### src/rtl/ahb_slave_if_gen.sv
// AHB-to-APB bridge slave front end: address decode, pipeline registers,
// and the transfer FSM with wait timeout and two-cycle ERROR response.
module ahb_slave_if_gen #(
  parameter int ADDR_W = 32,
  parameter int DATA_W = 32,
  parameter int NUM_SLV = 3,
  parameter logic [ADDR_W-1:0] BASE_ADDR = 32'h8000_0000,
  parameter logic [ADDR_W-1:0] REGION_SIZE = 32'h0400_0000,
  parameter int TIMEOUT = 16
) (
  input  logic              hclk,
  input  logic              hreset,
  input  logic              hwrite,
  input  logic              hreadyin,
  input  logic [1:0]        htrans,
  input  logic [ADDR_W-1:0] haddr,
  input  logic [DATA_W-1:0] hwdata,
  input  logic [DATA_W-1:0] prdata,
  input  logic              apb_done,
  output logic              valid,
  output logic              hwrite_reg,
  output logic [ADDR_W-1:0] haddr1,
  output logic [ADDR_W-1:0] haddr2,
  output logic [DATA_W-1:0] hwdata1,
  output logic [DATA_W-1:0] hwdata2,
  output logic [NUM_SLV-1:0] temp_selx,
  output logic [DATA_W-1:0] hrdata,
  output logic              hreadyout,
  output logic [1:0]        hresp
);

  localparam int AW = ADDR_W + 4;
  localparam int CW = (TIMEOUT > 2) ? $clog2(TIMEOUT) : 1;

  typedef logic [AW-1:0] wide_t;
  typedef enum logic [1:0] {IDLE, BUSY, ERR1, ERR2} state_t;

  // Widened by 4 bits so the top of the map cannot wrap.
  localparam wide_t LO = wide_t'(BASE_ADDR);
  localparam wide_t RS = wide_t'(REGION_SIZE);
  localparam wide_t HI = LO + wide_t'(NUM_SLV) * RS;
  localparam logic [CW-1:0] TLIM = CW'(TIMEOUT - 1);

  state_t state;
  logic [CW-1:0] cnt;
  wide_t ha;
  logic in_range;
  logic accept;
  logic timeout;
  logic unused_htrans0;

  assign ha = wide_t'(haddr);
  assign in_range = (ha >= LO) && (ha < HI);
  assign accept = hreadyin && htrans[1] && (state == IDLE);
  assign valid = accept && in_range;
  assign timeout = (cnt == TLIM);
  assign unused_htrans0 = htrans[0];

  for (genvar i = 0; i < NUM_SLV; i++) begin : g_sel
    assign temp_selx[i] = (ha >= LO + wide_t'(i) * RS) &&
                          (ha < LO + wide_t'(i + 1) * RS);
  end

  always_ff @(posedge hclk) begin
    if (hreset) begin
      haddr1 <= '0;
      haddr2 <= '0;
      hwdata1 <= '0;
      hwdata2 <= '0;
      hwrite_reg <= 1'b0;
    end else if (hreadyin) begin
      haddr1 <= haddr;
      haddr2 <= haddr1;
      hwdata1 <= hwdata;
      hwdata2 <= hwdata1;
      hwrite_reg <= hwrite;
    end
  end

  always_ff @(posedge hclk) begin
    if (hreset) begin
      state <= IDLE;
      cnt <= '0;
      hrdata <= '0;
      hreadyout <= 1'b1;
      hresp <= 2'b00;
    end else begin
      // Counter is zero whenever BUSY is entered.
      cnt <= (state == BUSY) ? cnt + CW'(1) : '0;
      case (state)
        IDLE: begin
          if (valid) begin
            state <= BUSY;
            hreadyout <= 1'b0;
            hresp <= 2'b00;
          end else if (accept) begin
            state <= ERR1;
            hreadyout <= 1'b0;
            hresp <= 2'b01;
          end
        end
        BUSY: begin
          if (apb_done) begin
            state <= IDLE;
            hreadyout <= 1'b1;
            hresp <= 2'b00;
            if (!hwrite_reg) hrdata <= prdata;
          end else if (timeout) begin
            state <= ERR1;
            hreadyout <= 1'b0;
            hresp <= 2'b01;
          end
        end
        ERR1: begin
          state <= ERR2;
          hreadyout <= 1'b1;
          hresp <= 2'b01;
        end
        ERR2: begin
          state <= IDLE;
          hreadyout <= 1'b1;
          hresp <= 2'b00;
        end
        default: begin
          state <= IDLE;
          hreadyout <= 1'b1;
          hresp <= 2'b00;
        end
      endcase
    end
  end

endmodule

### config.mk
export PLATFORM = sky130hd
export DESIGN_NAME = ahb_slave_if_gen
export DESIGN_NICKNAME = d
export VERILOG_FILES = /design/src/rtl/ahb_slave_if_gen.sv
export SDC_FILE = /design/constraint.sdc
export NUM_CORES = 1
export LEC_CHECK = 0
export CORE_UTILIZATION = 25
export DETAILED_ROUTE_END_ITERATION = 10
export GPL_TIMING_DRIVEN = 0
export PLACE_DENSITY = 0.49
export SYNTH_ARGS = -nofsm -noshare
export SYNTH_HDL_FRONTEND = slang
export SYNTH_SLANG_ARGS = --single-unit
### constraint.sdc
create_clock -name hclk -period 1.7 [get_ports hclk]
set_input_delay 0.255 -clock hclk [delete_from_list [all_inputs] [get_ports hclk]]
set_output_delay 0.255 -clock hclk [all_outputs]
set_load 0.05 [all_outputs]
==> results.json, run 1 <==
{
  "reg2reg_to": "hrdata[15]",
  "vias_per_cell": 4.14,
  "drcViolationCount": 0,
  "utilization_pct": 40.7,
  "grt_pass1_vias": 4988,
  "worstMarginPinSlew_ns": 0.602,
  "tns_ns": 0,
  "synth.largest_area_cell": "dfxtp_1",
  "cts_buffers": 17,
  "drt-pass1-iter-count": 4,
  "rsz0062_at_grt": "false",
  "final-hold-violation-count": 0,
  "core_sq_um": 23700,
  "wl_um": 19500,
  "grt_max_degree": 17,
  "worstSetupEndpointType": "primary output",
  "avgRoutedWirePerCell_um": 15.9,
  "path_class": "primary input to primary output",
  "worstHoldStart": "haddr[29]",
  "avgSynthCellArea_sq_um": 10.1,
  "fin_crit_sh_pct": 99.0,
  "synthTopCellsByArea": "dfxtp_1 55%, mux2i_1 21%, nor2_1 8.3%, nand2_1 4.1%, a21oi_1 2.8%",
  "grt_pass1_wl_um": 28900,
  "netlist_instances": 603,
  "setup_viol": 0,
  "cts-root-buf": "clkbuf_16",
  "cts_sinks": 168,
  "area_delta_synth_final_pct": 58.4,
  "fp.dieW_um": 158,
  "rows": 56,
  "synth_top_flop_cell": "dfxtp_1",
  "synthDistinctLibCells": 31,
  "worstPathMaxFanout": 3,
  "syn_area_sq_um": 6090,
  "slew_headroom_pct": 59.9,
  "p_per_area_nw_per_um2": 1040,
  "synth.net_count": 707,
  "chipHeight_um": 158,
  "nets": 994,
  "drv_slew": 0,
  "initialDrtViolationCount": 186,
  "initial_core_util_pct": 25.7,
  "outcome": "complete, no violations",
  "fin_crit_ns": 1.68,
  "p_leak_nw": 4.64,
  "max_cap_viol_count": 0,
  "dp_hpwl_um": 14200,
  "routabilityCongestion": 0.680,
  "ant_nets": 0,
  "peakVddDrop_mv": 0.459,
  "track_usage_pct": 15.5,
  "pin_count": 271,
  "critPathLaunchType": "primary input",
  "dieArea_sq_um": 25000,
  "required_ns": 1.44,
  "overflow": 0,
  "yosysSeqAreaShare_pct": 55.2,
  "clkLatencyLatePin_ns": 0.42,
  "drive_gt1_share_pct": 9.30,
  "holdBufCountCts": 0,
  "cp_data_arrival_time_ns": 1.43,
  "final.fill_count": 2439,
  "hp-class": "primary input to flop",
  "postSynth.asyncResetShare_pct": 0,
  "yosys_warnings": 0,
  "cts_tree": "yes",
  "ys_seq_elements": 168,
  "synth_edf_count": 0,
  "antenna_found_initial": 1,
  "reg2reg_from": "hresp[0]",
  "r2r_setup_slack_ns": 0.38,
  "cts_buffer_depth": 2,
  "rr_worst_depth": 6,
  "vias": 5067,
  "io_buffers": 267,
  "hold_depth": 3,
  "fmax_ghz": 0.594,
  "h-tree-depth": 4,
  "netlist.area_leader.share_pct": 55.2,
  "path_clk_slew_ns": 0.07,
  "skew_ns": 0.00979,
  "hold_end": "haddr1[29]"
}
-- worst max path at each step --
| stage | start | to | slack (ns) | cells after the start |
|---|---|---|---|---|
| floorplan | haddr[28] | valid | -0.14 | 3 |
| global placement | haddr[28] | temp_selx[2] | -1.0 | 4 |
| detailed placement | haddr[28] | temp_selx[2] | -1.0 | 4 |
| CTS | haddr1[25] | haddr1[25] | 0.01 | 1 |
| global route | haddr1[21] | haddr1[21] | 0.0004 | 1 |
| finish | haddr[30] | temp_selx[2] | 0.02 | 4 |
-- what timing repair did --
item,4_1_cts,5_1_grt
gates resized for setup,208,13
setup buffers,0,1
setup endpoints to repair,200,14
pin swaps,2,1
-- critical path, cell delays in order --
cell and delay, ns:
clkdlybuf4s15_2 0.22, or4b_4 0.55, nor3b_4 0.22, buf_6 0.18
-- Yosys cell counts, types with 2 or more instances --
cell        n
a211oi_1    2
a21oi_1    34
buf_2       7
buf_4      15
buf_6       5
clkbuf_1   18
dfxtp_1   168
inv_1       2
mux2i_1   129
nand2_1    67
nand3_1     2
nor2_1    134
nor3b_1     2
-- layout by cell type (no fill, tap or decap), drive strengths merged, types with 2 or more instances in the layout --
cell / netlist / routed
nor3b: 3 / 3
bufinv: 0 / 4
nand2: 68 / 68
nand3: 2 / 2
dfxtp: 168 / 168
buf: 27 / 34
clkbuf: 18 / 38
a211oi: 2 / 2
clkdlybuf4s15: 0 / 6
inv: 2 / 10
a21oi: 34 / 34
dlygate4sd2: 0 / 159
clkdlybuf4s50: 0 / 94
mux2i: 129 / 129
nor2: 134 / 134
-- final cells by class --
class                      instances  area, sq um  share of cell area [%]
sequential                       168         3360                    34.9
multi-input combinational        388         2500                    25.9
timing repair buffer             268         2460                    25.5
clock buffer                      18          429                    4.45
tap                              319          399                    4.14
buffer                            45          275                    2.85
clock inverter                    14          210                    2.18
inverter                           2         7.51                  0.0778
antenna                            1         2.50                  0.0259
-- power by group --
part,internal [mW],switching [mW]
registers,4.10,0.106
logic,0.571,0.990
clock network,2.52,1.76
-- per-stage QoR --
stage	hold WS [ns]	worst slack (ns)	cell area, sq um	total power [mW]	instances
final	0.143	0.0174	9650	10.0	1223
after global routing	0.120	0.000362	9650	10.5	1222
after CTS	0.121	0.00984	9630	10.2	1221
after detailed placement	0.439	-0.998	9200	5.99	1189
after global placement	0.434	-0.997	9200	5.99	1189
after floorplan	0.385	-0.142	6130	5.27	603
-- kinds of logic after synthesis --
family / Yosys count / share of synthesized area, %
buf+inv: 47 / 4.58
flops: 168 / 55.2
compound gates: 41 / 3.92
other cells: 1 / 0.0616
fa+ha+maj: 1 / 0.205
simple gates: 214 / 14.5
xor+xnor: 2 / 0.288
mux: 129 / 21.2
-- routing by layer --
layer | track usage, % | vias up | share of wire [%]
li1 | - | 2574 | -
met1 | 19.1 | 2311 | 45
met2 | 24.6 | 173 | 45
met3 | 6.87 | 9 | 9.2
met4 | 3.57 | 0 | 0.66
met5 | 0 | - | 0
No activity file was read; power rests on OpenSTA's default activity.
==> run 2: changes to the inputs <==
- ABC_AREA: unset -> 1
- CAP_MARGIN: unset -> 20
- GPL_TIMING_DRIVEN: 0 -> unset
==> run 2 against run 1 <==
  * Cell count increased by 10%
  * Worst hold slack improved by 0.10 ns
  * Via count grew 13%
  * Count of clock-buffer cells in the layout decreased by 1
  * Die area down 2.5%
  * Core utilization down 1.2 points
  * Wire length fell by 1.9%
  * Clock power shrank 6.8%
  * Sequential cell count is the same
==> results.json, run 2 <==
{
  "multiInputGateArea_sq_um": 2230,
  "initialDrtViolationCount": 274,
  "synthDistinctLibCells": 21,
  "area_delta_synth_final_pct": 55.7,
  "tns_ns": 0,
  "critPathLaunchType": "primary input",
  "antenna_found_initial": 0,
  "clkLatencyLatePin_ns": 0.42,
  "dp_hpwl_um": 13100,
  "synth_top_flop_cell": "dfxtp_1",
  "cts_buffers": 17,
  "io_buffers": 268,
  "pin_count": 271,
  "dieArea_sq_um": 24400,
  "syn_area_sq_um": 5940,
  "drt-pass1-iter-count": 4,
  "synthTopCellsByArea": "dfxtp_1 57%, nor2_1 21%, o21ai_0 14%, buf_6 2.1%, clkbuf_1 1.3%",
  "drive_gt1_share_pct": 22.8,
  "peakVddDrop_mv": 0.520,
  "cts_buffer_depth": 2,
  "grt_pass1_vias": 5540,
  "h-tree-depth": 4,
  "utilization_pct": 39.5,
  "fin_crit_ns": 1.65,
  "synth_edf_count": 0,
  "routabilityCongestion": 0.721,
  "seq_area_sq_um": 3360,
  "yosysSeqAreaShare_pct": 56.6,
  "cts-root-buf": "clkbuf_16",
  "path_class": "primary input to primary output",
  "p_leak_nw": 4.08,
  "grt_max_degree": 84,
  "outcome": "complete, no violations",
  "power.total_mw": 10.7,
  "wl_um": 19100,
  "fp.dieW_um": 156,
  "ys_seq_elements": 168,
  "hp-class": "primary input to flop",
  "fmax_ghz": 0.606,
  "synth.largest_area_cell": "dfxtp_1",
  "netlist_instances": 756,
  "required_ns": 1.44,
  "drcViolationCount": 0,
  "final_area_sq_um": 9250,
  "max_cap_viol_count": 0,
  "final.fill_count": 2498,
  "setup_viol": 0,
  "core_sq_um": 23400,
  "cts_tree": "yes",
  "final-hold-violation-count": 0,
  "cp_data_arrival_time_ns": 1.39,
  "route.top_layer_used": "met4",
  "netlist.area_leader.share_pct": 56.6,
  "yosysMostFrequentCell": "nor2_1",
  "skew_ns": 0.0129,
  "most-common-layout-cells": "322 x nor2_1, 176 x buf_4, 167 x dfxtp_1",
  "worstSetupEndpointType": "primary output",
  "avgRoutedWirePerCell_um": 14.2,
  "route.met3.wl_um": 1530,
  "cts_sinks": 168,
  "nets": 1118,
  "p_per_area_nw_per_um2": 1150,
  "wl_met1_um": 8930,
  "overflow": 0,
  "worstPathMaxFanout": 4,
  "rsz0062_at_grt": "false",
  "route.met2.wl_um": 8460,
  "rows": 56,
  "final_common_cell": "nor2_1",
  "diodes": 0,
  "fin_crit_sh_pct": 97.1,
  "ant_nets": 0,
  "synth_top_cells_by_count": "325 x nor2_1, 168 x dfxtp_1, 162 x o21ai_0, 20 x clkbuf_1, 13 x buf_2",
  "yosys_warnings": 0,
  "grt_pass1_wl_um": 30000,
  "holdBufCountCts": 0,
  "track_usage_pct": 15.6,
  "avgSynthCellArea_sq_um": 7.86,
  "dpl_cell_area_sq_um": 8630,
  "drv_slew": 0,
  "vias_per_cell": 4.24,
  "chipHeight_um": 156,
  "synth.net_count": 860,
  "initial_core_util_pct": 25.4,
  "postSynth.asyncResetShare_pct": 0,
  "vias": 5708,
  "path_clk_slew_ns": 0.07
}
==> run 2: cell types whose count changed after synthesis, moves of 7 or more <==
cell	delta
buf_4	-13
nor2_1	+191
inv_1	+7
a21oi_1	-28
mux2i_1	-129
nand2_1	-55
clkbuf_2	+7
o21ai_0	+161
==> run 2: metrics by stage <==
stage	hold slack [ns]	std cells	setup slack, ns
after floorplan	0.324	756	-0.134
after global placement	0.438	1314	-0.189
after detailed placement	0.442	1314	-0.161
after CTS	0.219	1346	0.00844
after global routing	0.261	1346	0.00289
final	0.244	1346	0.0501
==> run 2: metal layers <==
layer | vias to the layer above | global-route usage [%]
met5 | - | 0
met4 | 0 | 4.90
met3 | 10 | 5.36
met2 | 185 | 24.4
met1 | 2574 | 20.2
li1 | 2939 | -
==> run 2: worst paths after layout <==
check | cells past startpoint | slack, ns | from | end
max | 5 | 0.05 | haddr[27] | valid
min | 3 | 0.24 | haddr[28] | haddr1[28]
max reg2reg | 6 | 0.40 | state[0] | hrdata[2]
min reg2reg | 1 | 0.45 | cnt[0] | cnt[0]
==> run 2: report_power, final <==
part	total, mW	switching (mW)	leakage, nW	internal (mW)
clock	3.98	1.86	0.294	2.12
sequential	4.38	0.172	1.39	4.21
combinational	2.31	1.53	2.40	0.781
total	10.7	3.56	4.08	7.11
==> run 2: cell type report <==
| class | instances | area share [%] |
|---|---|---|
| Timing Repair Buffer | 292 | 28.1 |
| Clock inverter | 15 | 1.89 |
| Sequential cell | 168 | 36.4 |
| Multi-Input combinational cell | 522 | 24.1 |
| Inverter | 13 | 0.609 |
| Tap cell | 319 | 4.31 |
| Clock buffer | 17 | 4.60 |
==> run 2: cell families after synthesis <==
group / Yosys count / share of synthesized area (%)
xor+xnor: 1 / 0.147
fa+ha+maj: 1 / 0.211
flops: 168 / 56.6
other cells: 1 / 0.0631
simple gates: 351 / 22.6
compound gates: 168 / 14.2
buf+inv: 66 / 6.19
==> run 2: what timing repair did <==
| action | CTS | global route |
|---|---|---|
| setup endpoints to repair | 7 | 2 |
| setup buffers | 0 | 0 |
| pin swaps | 3 | 2 |
| resized for setup | 10 | 3 |
| endpoints found under the hold margin | 0 | 0 |
==> run 2: worst max-delay path: stages <==
cell and delay, ns:
clkdlybuf4s50_1 0.49, nand2_1 0.13, nand4_1 0.16, nor2_2 0.20
buf_12 0.16
